File: src/rtl/ramarb_pkg.sv
// Shared types and defaults for the SRAM arbiter.
// The state encoding is shared by the FSM and anything that decodes it.
package ramarb_pkg;

  localparam int ADDR_W_DEF = 16;
  localparam int DATA_W_DEF = 8;
  localparam int TMR_W      = 8;

  localparam logic [2:0] ST_IDLE     = 3'd0;
  localparam logic [2:0] ST_RD_WAIT  = 3'd1;
  localparam logic [2:0] ST_RD_CAP   = 3'd2;
  localparam logic [2:0] ST_WR_PULSE = 3'd3;
  localparam logic [2:0] ST_WR_HOLD  = 3'd4;

  typedef enum logic [2:0] {
    S_IDLE     = ST_IDLE,
    S_RD_WAIT  = ST_RD_WAIT,
    S_RD_CAP   = ST_RD_CAP,
    S_WR_PULSE = ST_WR_PULSE,
    S_WR_HOLD  = ST_WR_HOLD
  } state_t;

endpackage

File: src/rtl/ram_arbiter_if.sv
// Requester, diag and SRAM signal bundle for the arbiter.
// slave is the arbiter side, master is the surrounding system.
interface ram_arbiter_if
  import ramarb_pkg::*;
#(
  parameter int ADDR_W = ADDR_W_DEF,
  parameter int DATA_W = DATA_W_DEF
) ();

  logic              cpu_halted;
  logic              cpu_req;
  logic              cpu_we;
  logic [ADDR_W-1:0] cpu_addr;
  logic [DATA_W-1:0] cpu_wdata;
  logic [DATA_W-1:0] cpu_rdata;
  logic              cpu_ack;
  logic              diag_req;
  logic              diag_we;
  logic [ADDR_W-1:0] diag_addr;
  logic [DATA_W-1:0] diag_wdata;
  logic [DATA_W-1:0] diag_rdata;
  logic              diag_ack;
  logic              grant_diag;
  logic [ADDR_W-1:0] ram_addr;
  logic [DATA_W-1:0] ram_wdata;
  logic [DATA_W-1:0] ram_rdata;
  logic              ram_cs;
  logic              ram_we;

  modport slave (
    input  cpu_halted, cpu_req, cpu_we,
    input  cpu_addr, cpu_wdata,
    input  diag_req, diag_we,
    input  diag_addr, diag_wdata,
    input  ram_rdata,
    output cpu_rdata, cpu_ack,
    output diag_rdata, diag_ack,
    output grant_diag,
    output ram_addr, ram_wdata,
    output ram_cs, ram_we
  );

  modport master (
    output cpu_halted, cpu_req, cpu_we,
    output cpu_addr, cpu_wdata,
    output diag_req, diag_we,
    output diag_addr, diag_wdata,
    output ram_rdata,
    input  cpu_rdata, cpu_ack,
    input  diag_rdata, diag_ack,
    input  grant_diag,
    input  ram_addr, ram_wdata,
    input  ram_cs, ram_we
  );

endinterface

File: src/rtl/ram_cycle_timer.sv
// Loadable down-counter pacing SRAM read wait and write pulse.
// done is high whenever the count has reached zero.
module ram_cycle_timer
  import ramarb_pkg::*;
(
  input  logic             clk,
  input  logic             rst_n,
  input  logic             load,
  input  logic [TMR_W-1:0] load_val,
  output logic             done
);

  logic [TMR_W-1:0] cnt;

  always_ff @(posedge clk) begin
    if (!rst_n) begin
      cnt <= '0;
    end else if (load) begin
      cnt <= load_val;
    end else if (cnt != '0) begin
      cnt <= cnt - 1'b1;
    end
  end

  assign done = (cnt == '0);

endmodule

File: src/rtl/ram_arbiter.sv
// Shares one SRAM between CPU and SPI diag engine: CPU priority,
// diag starvation guard, sequenced cs/we timing, 1-cycle ack.
module ram_arbiter
  import ramarb_pkg::*;
#(
  parameter int ADDR_W        = ADDR_W_DEF,
  parameter int DATA_W        = DATA_W_DEF,
  parameter int RD_WAIT       = 1,
  parameter int WR_PULSE      = 1,
  parameter int DIAG_MAX_WAIT = 64
) (
  input logic          fpga_clk,
  input logic          fpga_reset,
  ram_arbiter_if.slave bus
);

  localparam int WAIT_W = $clog2(DIAG_MAX_WAIT + 1);
  localparam logic [WAIT_W-1:0] WAIT_MAX =
    WAIT_W'(DIAG_MAX_WAIT);
  localparam logic [TMR_W-1:0] RD_LOAD = TMR_W'(RD_WAIT - 1);
  localparam logic [TMR_W-1:0] WR_LOAD = TMR_W'(WR_PULSE);

  state_t            state, state_n;
  logic [WAIT_W-1:0] wait_cnt, wait_n;
  logic [ADDR_W-1:0] addr_q, addr_n;
  logic [DATA_W-1:0] wdata_q, wdata_n;
  logic [DATA_W-1:0] crd_q, crd_n;
  logic [DATA_W-1:0] drd_q, drd_n;
  logic              cs_q, cs_n;
  logic              we_q, we_n;
  logic              gnt_q, gnt_n;
  logic              cack_q, cack_n;
  logic              dack_q, dack_n;
  logic              wr_q, wr_n;

  logic             go, starve, pick_d, win_we;
  logic             tmr_load, tmr_done;
  logic             d_serv, d_win;
  logic [TMR_W-1:0] tmr_val;

  assign go       = bus.cpu_req | bus.diag_req;
  assign starve   = bus.diag_req & (wait_cnt == WAIT_MAX);
  assign pick_d   = bus.diag_req &
                    (bus.cpu_halted | starve | ~bus.cpu_req);
  assign win_we   = pick_d ? bus.diag_we : bus.cpu_we;
  assign tmr_load = (state == S_IDLE) & go;
  assign tmr_val  = win_we ? WR_LOAD : RD_LOAD;
  assign d_serv   = (state != S_IDLE) & gnt_q;
  assign d_win    = tmr_load & pick_d;

  ram_cycle_timer u_tmr (
    .clk      (fpga_clk),
    .rst_n    (fpga_reset),
    .load     (tmr_load),
    .load_val (tmr_val),
    .done     (tmr_done)
  );

  always_comb begin
    state_n = state;
    addr_n  = addr_q;
    wdata_n = wdata_q;
    crd_n   = crd_q;
    drd_n   = drd_q;
    cs_n    = cs_q;
    we_n    = we_q;
    gnt_n   = gnt_q;
    wr_n    = wr_q;
    cack_n  = 1'b0;
    dack_n  = 1'b0;
    unique case (state)
      S_IDLE: begin
        if (go) begin
          addr_n  = pick_d ? bus.diag_addr : bus.cpu_addr;
          wdata_n = pick_d ? bus.diag_wdata : bus.cpu_wdata;
          wr_n    = win_we;
          gnt_n   = pick_d;
          cs_n    = 1'b1;
          state_n = win_we ? S_WR_PULSE : S_RD_WAIT;
        end
      end
      S_RD_WAIT: begin
        if (tmr_done) state_n = S_RD_CAP;
      end
      S_RD_CAP: begin
        if (gnt_q) drd_n = bus.ram_rdata;
        else       crd_n = bus.ram_rdata;
        dack_n  = gnt_q;
        cack_n  = ~gnt_q;
        cs_n    = 1'b0;
        state_n = S_IDLE;
      end
      // first cycle here is address setup with we low
      S_WR_PULSE: begin
        we_n = ~tmr_done;
        if (tmr_done) state_n = S_WR_HOLD;
      end
      S_WR_HOLD: begin
        dack_n  = gnt_q;
        cack_n  = ~gnt_q;
        cs_n    = 1'b0;
        state_n = S_IDLE;
      end
      default: state_n = S_IDLE;
    endcase
  end

  always_comb begin
    wait_n = wait_cnt;
    if (!bus.diag_req || d_win) begin
      wait_n = '0;
    end else if (!d_serv && wait_cnt != WAIT_MAX) begin
      wait_n = wait_cnt + 1'b1;
    end
  end

  always_ff @(posedge fpga_clk) begin
    if (!fpga_reset) begin
      state    <= S_IDLE;
      wait_cnt <= '0;
      addr_q   <= '0;
      wdata_q  <= '0;
      crd_q    <= '0;
      drd_q    <= '0;
      cs_q     <= 1'b0;
      we_q     <= 1'b0;
      gnt_q    <= 1'b0;
      wr_q     <= 1'b0;
      cack_q   <= 1'b0;
      dack_q   <= 1'b0;
    end else begin
      state    <= state_n;
      wait_cnt <= wait_n;
      addr_q   <= addr_n;
      wdata_q  <= wdata_n;
      crd_q    <= crd_n;
      drd_q    <= drd_n;
      cs_q     <= cs_n;
      we_q     <= we_n;
      gnt_q    <= gnt_n;
      wr_q     <= wr_n;
      cack_q   <= cack_n;
      dack_q   <= dack_n;
    end
  end

  assign bus.ram_addr   = addr_q;
  assign bus.ram_wdata  = wdata_q;
  assign bus.ram_cs     = cs_q;
  assign bus.ram_we     = we_q;
  assign bus.grant_diag = gnt_q;
  assign bus.cpu_rdata  = crd_q;
  assign bus.diag_rdata = drd_q;
  assign bus.cpu_ack    = cack_q;
  assign bus.diag_ack   = dack_q;

endmodule
File: src/flat_wrapper.sv
// flat-port wrapper written by rule: the top's interface ports become plain ports
module ram_arbiter_flat import ramarb_pkg::*;
#(
  parameter int ADDR_W        = ADDR_W_DEF,
  parameter int DATA_W        = DATA_W_DEF,
  parameter int RD_WAIT       = 1,
  parameter int WR_PULSE      = 1,
  parameter int DIAG_MAX_WAIT = 64
)
  (fpga_clk, fpga_reset, bus_cpu_halted, bus_cpu_req, bus_cpu_we, bus_cpu_addr, bus_cpu_wdata, bus_diag_req, bus_diag_we, bus_diag_addr, bus_diag_wdata, bus_ram_rdata, bus_cpu_rdata, bus_cpu_ack, bus_diag_rdata, bus_diag_ack, bus_grant_diag, bus_ram_addr, bus_ram_wdata, bus_ram_cs, bus_ram_we);
  ram_arbiter_if #(.ADDR_W(ADDR_W), .DATA_W(DATA_W)) bus_i ();
  input logic fpga_clk;
  input logic fpga_reset;
  input wire logic [$bits(bus_i.cpu_halted)-1:0] bus_cpu_halted;
  input wire logic [$bits(bus_i.cpu_req)-1:0] bus_cpu_req;
  input wire logic [$bits(bus_i.cpu_we)-1:0] bus_cpu_we;
  input wire logic [$bits(bus_i.cpu_addr)-1:0] bus_cpu_addr;
  input wire logic [$bits(bus_i.cpu_wdata)-1:0] bus_cpu_wdata;
  input wire logic [$bits(bus_i.diag_req)-1:0] bus_diag_req;
  input wire logic [$bits(bus_i.diag_we)-1:0] bus_diag_we;
  input wire logic [$bits(bus_i.diag_addr)-1:0] bus_diag_addr;
  input wire logic [$bits(bus_i.diag_wdata)-1:0] bus_diag_wdata;
  input wire logic [$bits(bus_i.ram_rdata)-1:0] bus_ram_rdata;
  output wire logic [$bits(bus_i.cpu_rdata)-1:0] bus_cpu_rdata;
  output wire logic [$bits(bus_i.cpu_ack)-1:0] bus_cpu_ack;
  output wire logic [$bits(bus_i.diag_rdata)-1:0] bus_diag_rdata;
  output wire logic [$bits(bus_i.diag_ack)-1:0] bus_diag_ack;
  output wire logic [$bits(bus_i.grant_diag)-1:0] bus_grant_diag;
  output wire logic [$bits(bus_i.ram_addr)-1:0] bus_ram_addr;
  output wire logic [$bits(bus_i.ram_wdata)-1:0] bus_ram_wdata;
  output wire logic [$bits(bus_i.ram_cs)-1:0] bus_ram_cs;
  output wire logic [$bits(bus_i.ram_we)-1:0] bus_ram_we;
  assign bus_i.cpu_halted = bus_cpu_halted;
  assign bus_i.cpu_req = bus_cpu_req;
  assign bus_i.cpu_we = bus_cpu_we;
  assign bus_i.cpu_addr = bus_cpu_addr;
  assign bus_i.cpu_wdata = bus_cpu_wdata;
  assign bus_i.diag_req = bus_diag_req;
  assign bus_i.diag_we = bus_diag_we;
  assign bus_i.diag_addr = bus_diag_addr;
  assign bus_i.diag_wdata = bus_diag_wdata;
  assign bus_i.ram_rdata = bus_ram_rdata;
  assign bus_cpu_rdata = bus_i.cpu_rdata;
  assign bus_cpu_ack = bus_i.cpu_ack;
  assign bus_diag_rdata = bus_i.diag_rdata;
  assign bus_diag_ack = bus_i.diag_ack;
  assign bus_grant_diag = bus_i.grant_diag;
  assign bus_ram_addr = bus_i.ram_addr;
  assign bus_ram_wdata = bus_i.ram_wdata;
  assign bus_ram_cs = bus_i.ram_cs;
  assign bus_ram_we = bus_i.ram_we;
  ram_arbiter #(.ADDR_W(ADDR_W), .DATA_W(DATA_W), .RD_WAIT(RD_WAIT), .WR_PULSE(WR_PULSE), .DIAG_MAX_WAIT(DIAG_MAX_WAIT)) u_core (.fpga_clk(fpga_clk), .fpga_reset(fpga_reset), .bus(bus_i));
endmodule
File: config.mk
export PLATFORM = sky130hd
export DESIGN_NAME = ram_arbiter_flat
export DESIGN_NICKNAME = d
export VERILOG_FILES = /design/src/rtl/ramarb_pkg.sv /design/src/rtl/ram_arbiter_if.sv /design/src/rtl/ram_cycle_timer.sv /design/src/rtl/ram_arbiter.sv /design/src/flat_wrapper.sv
export SDC_FILE = /design/constraint.sdc
export NUM_CORES = 1
export LEC_CHECK = 0
export CAP_MARGIN = 15
export CORE_ASPECT_RATIO = 0.8
export CORE_MARGIN = 1.5
export CORE_UTILIZATION = 44
export DETAILED_ROUTE_END_ITERATION = 10
export PLACE_DENSITY_LB_ADDON = 0.25
export REMOVE_ABC_BUFFERS = 1
export SYNTH_ARGS = -nofsm -noshare
export SYNTH_HDL_FRONTEND = slang
export SYNTH_SLANG_ARGS = --single-unit
export TNS_END_PERCENT = 1
File: constraint.sdc
create_clock -name fpga_clk -period 2.45 [get_ports fpga_clk]
set_input_delay 0.6125 -clock fpga_clk [delete_from_list [all_inputs] [get_ports fpga_clk]]
set_output_delay 0.6125 -clock fpga_clk [all_outputs]
set_load 0.1 [all_outputs]
==> run_results.csv <==
group,metric,value,unit
outcome,outcome,"completed",
synthesis,syn_area,2768,um^2
job,cap_violations,0,
synthesis,seq_area_frac_synth,45.57,%
sta,fmax,526.0,MHz
clocking,post_cts_resized,0,
power,power_density,1186,nW/um^2
power,p_sw,2355,uW
die,rows,25,
placed_design,gp_congestion,0.7418,
layout,final_cells,476,
routing,wirelength,6608,um
setup_path,max_stage_delay,0.55,ns
sta,timing.slew.headroom,68.56,%
routing,ant_nets,0,
setup_path,crit_arrival,2.15,ns
synthesis,synth_cell_types,44,
clocking,cts_root_buf,"clkbuf_8",
layout,n_fill_cell,506,
global_route,grt_pass1_wl,10540,um
routing,wire_per_inst,13.88,um
layout,area_growth,47.11,%
power,p_total,4827,uW
setup_path,slowest_stage,"clkdlybuf4s50_1",
die,die_h,73.94,um
clocking,htreeDepth,3,
clocking,cts_tree,"built",
clocking,cts_hold_buffers,0,
setup_path,path_cells,"clkdlybuf4s50_1, nand3_1, a2bb2oi_4, buf_12, or3_1, o211ai_1",
placed_design,hpwl,4828,um
power,leakagePower,0.001698,uW
global_route,use_met2,34.74,%
clocking,cts_buffers,9,
die,die_x,91.67,um
routing,drc,0,
layout,fin_util,67.79,%
synthesis,synth-edff-count,0,
placed_design,dpl.cell_count,460,
power,p_int,2472,uW
setup_path,reg2reg_from,"u_core.wait_cnt[2]$_SDFFE_PP0P_",
synthesis,synth_warnings,0,
setup_path,cp_max_fo,26,
power,pwr-share-comb,50.9,%
global_route,busiest_layer,"met2",
setup_path,rrSetupSlack,0.55,ns
layout,nNetsFinal,457,
global_route,track_usage,19.83,%
synthesis,synth_top_area_cell,"dfxtp_1",
power,switching_share,48.79,%
synthesis,syn_inst,279,
routing,vias_per_cell,5.099,
sta,fin_crit_sh,77.59,%
sta,period_needed,1.901,ns
setup_path,start_kind,"input pin",
synthesis,synth_top_area_share,45.57,%
clocking,clock_latency,0.33,ns
layout,drive_gt1_share,19.49,%
setup_path,critPathCaptureType,"register",
die,dieArea,6778,um^2
clocking,clk_path_buf_depth,2,
sta,tns,0,ns
setup_path,critPathLaunch,"bus_diag_req",
sta,hold_violations,0,
power,ir_drop,0.6938,mV
routing,num_vias,2427,
global_route,grt_max_degree,30,
sta,worst_slew_pin_slew,0.4672,ns
global_route,antenna_found_initial,0,
power,pwr-share-clk,19.1,%
clocking,cts.clk_slew.worst_paths,0.07,ns
setup_path,r2r_cells,5,
clocking,post-cts-setup-buffers,0,
power,seqPwrFrac,30.0,%
setup_path,cp.required,2.70,ns
die,io_pins,108,
global_route,grt_overflow,0,
global_route,met1_usage,23.52,%
synthesis,yosys-top-cells-area,"dfxtp_1 46%, mux2i_1 12%, o2bb2ai_1 7.6%",
placed_design,numPortBuffers,107,
global_route,grt_use_met3,7.669,%
setup_path,endpoint,"u_core.u_tmr.cnt[0]$_SDFFE_PN0P_",
routing,drt-initial-drc-count,63,
clocking,clkSinkCount,63,
setup_path,r2r-end,"u_core.u_tmr.cnt[0]$_SDFFE_PN0P_",
routing,firstDrtPassIters,5,
die,coreArea,6006,um^2
sta,finalSetupViolations,0,
synthesis,async_flop_share,0,%
sta,skew,0.006673,ns
die,start_util,46.08,%
synthesis,synth_ff_type,"dfxtp_1",
sta,drv_slew,0,
worst_hold_path,hp-class,"register to register",
setup_path,crit_type,"input pin to register",
placed_design,placed_area,3864,um^2
global_route,grt_pass1_vias,2285,
sta,rsz0062_at_grt,"no",
layout,n_antenna_cell,0,
layout,final_cell_area,4071,um^2
synthesis,ys_seq_elements,63,
synthesis,syn_avg_cell_area,9.920,um^2
[worst max-delay path: cells and delay by family]
kind | cells | cell delay (ns)
buffers and inverters | 2 | 0.72
AOI/OAI and AO/OA | 2 | 0.27
and+or+nand+nor | 2 | 0.53
[kinds of logic (layout without fill, tap and decap cells)]
| group | after synthesis | after routing | synth area share, % |
|---|---|---|---|
| XOR/XNOR | 12 | 12 | 3.798 |
| multiplexers | 35 | 35 | 12.84 |
| AO/OA/AOI/OAI | 55 | 55 | 15.60 |
| adder cells (fa/ha/maj) | 4 | 4 | 1.808 |
| buffers and inverters | 22 | 138 | 3.436 |
| flip-flops | 63 | 63 | 45.57 |
| AND/OR/NAND/NOR | 88 | 88 | 16.95 |
[state kept, by name, indices dropped and copies added, names as in the netlist]
name,count
u_core.bus.ram_cs,1
u_core.bus.ram_addr,16
u_core.bus.ram_we,1
u_core.bus.ram_wdata,8
u_core.bus.cpu_ack,1
u_core.wait_cnt,7
u_core.bus.grant_diag,1
u_core.bus.diag_ack,1
u_core.state,3
u_core.bus.cpu_rdata,8
u_core.bus.diag_rdata,8
u_core.u_tmr.cnt,8
[worst min-delay path by stage]
stage,start,to,slack [ns],cells after the start
3_5_place_dp,u_core.bus.ram_addr[15]$_SDFFE_PN0P_,u_core.bus.ram_addr[15]$_SDFFE_PN0P_,0.45,1
4_1_cts,u_core.bus.cpu_rdata[7]$_SDFFE_PN0P_,u_core.bus.cpu_rdata[7]$_SDFFE_PN0P_,0.47,2
3_3_place_gp,u_core.bus.ram_wdata[0]$_SDFFE_PN0P_,u_core.bus.ram_wdata[0]$_SDFFE_PN0P_,0.45,1
2_1_floorplan,u_core.u_tmr.cnt[2]$_SDFFE_PN0P_,u_core.u_tmr.cnt[2]$_SDFFE_PN0P_,0.49,2
6_report,u_core.bus.cpu_rdata[7]$_SDFFE_PN0P_,u_core.bus.cpu_rdata[7]$_SDFFE_PN0P_,0.46,2
5_1_grt,u_core.bus.ram_wdata[4]$_SDFFE_PN0P_,u_core.bus.ram_wdata[4]$_SDFFE_PN0P_,0.48,1
[layout by cell type (no fill, tap or decap), drive strengths merged, types with 3 or more instances in the layout]
| cell type | instances |
|---|---|
| ha | 4 |
| nand3 | 5 |
| dfxtp | 63 |
| a21oi | 3 |
| nand2 | 22 |
| xnor2 | 3 |
| mux2i | 34 |
| or3 | 3 |
| a21boi | 11 |
| clkbuf | 11 |
| inv | 6 |
| nor3 | 3 |
| nor2b | 9 |
| o2bb2ai | 24 |
| buf | 54 |
| clkdlybuf4s50 | 62 |
| nand2b | 4 |
| clkinv | 3 |
| nor4 | 3 |
| nor2 | 22 |
| o21ai | 5 |
| xor2 | 9 |
| o211ai | 4 |
[synthesized netlist by cell type (2+ instances only)]
cell / instances
nand4_1: 2
clkbuf_1: 11
or4_4: 2
dfxtp_1: 63
buf_2: 4
nand2_1: 22
o21ai_0: 4
nand3b_1: 2
ha_1: 4
mux2i_1: 34
nor2_1: 22
xnor2_1: 3
a21boi_0: 11
o211ai_1: 4
and4_1: 2
a21oi_1: 3
and2_1: 2
nor4_1: 3
xor2_1: 9
inv_1: 6
nand3_1: 4
nand2b_1: 4
o2bb2ai_1: 24
or3_1: 3
nor3_1: 3
nor2b_1: 9
a211oi_1: 2
[layer usage]
layer / up-vias / wire (um)
li1: 1217 / -
met1: 1118 / 2870
met2: 84 / 3207
met3: 8 / 475
met4: 0 / 54
met5: - / 0
[final cells by class]
| cell class | instances | area, um^2 | area share, % |
|---|---|---|---|
| Multi-Input combinational cell | 194 | 1428 | 35.06 |
| Sequential cell | 63 | 1261 | 30.98 |
| Timing Repair Buffer | 116 | 1051 | 25.81 |
| Clock buffer | 11 | 151.4 | 3.718 |
| Tap cell | 81 | 101.3 | 2.489 |
| Clock inverter | 5 | 56.30 | 1.383 |
| Inverter | 6 | 22.52 | 0.5532 |
[per-stage QoR]
stage	hold slack, ns	setup slack (ns)
2_1_floorplan	0.4851	-0.01570
3_3_place_gp	0.4468	0.2253
3_5_place_dp	0.4483	0.1869
4_1_cts	0.4707	0.5394
5_1_grt	0.4813	0.4668
6_report	0.4636	0.5489
[power groups by stage]
stage               logic, uW  clock network, uW  registers [uW]
floorplan                 703                  0            2580
global placement         2430                  0            1450
detailed placement       2470                  0            1450
CTS                      2470                943            1440
global route             2590                986            1480
finish                   2460                922            1450
Note: power is estimated with default switching activity, not from simulation.
==> patch, RTL diff (same settings) <==
Change the package constant `ADDR_W_DEF` from 16 to 17.
--- a/src/rtl/ramarb_pkg.sv
+++ b/src/rtl/ramarb_pkg.sv
@@ -3,5 +3,5 @@
 package ramarb_pkg;
 
-  localparam int ADDR_W_DEF = 16;
+  localparam int ADDR_W_DEF = 17;
   localparam int DATA_W_DEF = 8;
   localparam int TMR_W      = 8;
Interface: changed (resized bus_cpu_addr, bus_diag_addr and bus_ram_addr); port bits go from 108 to 111. No check against the original RTL was run, so the function may have changed too.
==> patch against the unedited design <==
- synthesized cell count grew 9.0%
- largest cell class unchanged
- design area grew 0.98%
- global-route usage grew 0.91 points
- count of clock-buffer cells in the layout shrank 2
- via count grew 5.5%
- power grew 5.3%
- sequential cell count grew 1
- sequential share of layout area grew 0.19 points
- non-clock buffer count grew 1
- routed wire length grew 3.7%
- worst setup slack lost 0.13 ns
- area after synthesis grew 2.1%
- combinational power grew 12%
==> patch: results (changes against the unedited design) <==
Metal2 WL - 3290 um (+2.6%)
Status - complete, no violations
DRT met1 WL - 2873 um (+0.10%)
Top cells by count, synth - dfxtp_1, mux2i_1, o21ai_0
Clock distribution power - 0.881 mW (-4.4%)
Drt first pass iters - 4 (-1)
Share of layout cells above drive strength 1 - 18.51% (-0.98 points)
End point of the critical path - u_core.state[1]
Setup Slack @ Placement - 0.1637 ns (-0.02316 ns)
Worst hold start - u_core.bus.cpu_rdata[1]
GR Util met3 - 10.71% (+3.0 points)
GR Util met2 - 33.82% (-0.92 points)
R2r setup slk - 0.42 ns (-0.13 ns)
Critical-path top delay cell - or4_4
GRT met1 Usage - 24.17% (+0.65 points)
Vias per cell - 5.151 (+1.0%)
Number of fill cells - 505 (-0.20%)
Gp weighted congestion - 0.7931 (+6.9%)
Maximum vdd ir drop - 795.0 uV (+15%)
Kind of cell adding the most delay to the critical path - simple AND/OR/NAND/NOR gates
Tot GR Track Use - 20.75% (+0.91 points)
Initial DRC count - 78 (+24%)
Placed cell areas - 3915 sq um (+1.3%)
Hold Path End - u_core.bus.cpu_rdata[1]
Crit-path max cell delay - 0.57 ns (+0.02 ns)
Met3 WL - 637 um (+34%)
Largest net degree at the start of global routing - 52 (+73%)
IO buf count - 110 (+2.8%)
Max FFs per register - 17 (+1)
First-pass GRT wire length - 11190 um (+6.2%)
Register-to-Register Path Depth - 4 (-1)
PwrDens - 1237 nW/um^2 (+4.3%)
-- patch: cell types whose count changed after synthesis, moves of 3 or more --
cell / change
a21oi_1: +22
buf_1: +3
clkbuf_1: +4
nand2_1: -3
nor2b_1: +3
o21ai_0: +26
o2bb2ai_1: -24
-- patch: area by class of cell --
type	instances	area (sq um)	area share (%)
Clock buffer	9	123.9	3.013
Clock inverter	7	72.57	1.765
Inverter	5	18.77	0.4565
Multi-Input combinational cell	214	1450	35.27
Sequential cell	64	1281	31.16
Tap cell	81	101.3	2.465
Timing Repair Buffer	117	1064	25.87
-- patch: kinds of logic after synthesis --
| family | count (synthesis) | synth area share [%] |
|---|---|---|
| multiplexers | 37 | 13.19 |
| buffers and inverters | 26 | 3.807 |
| flip-flops | 64 | 45.33 |
| AND/OR/NAND/NOR | 82 | 15.27 |
| adder cells (fa/ha/maj) | 4 | 1.771 |
| XOR/XNOR | 11 | 3.409 |
| AO/OA/AOI/OAI | 80 | 17.22 |
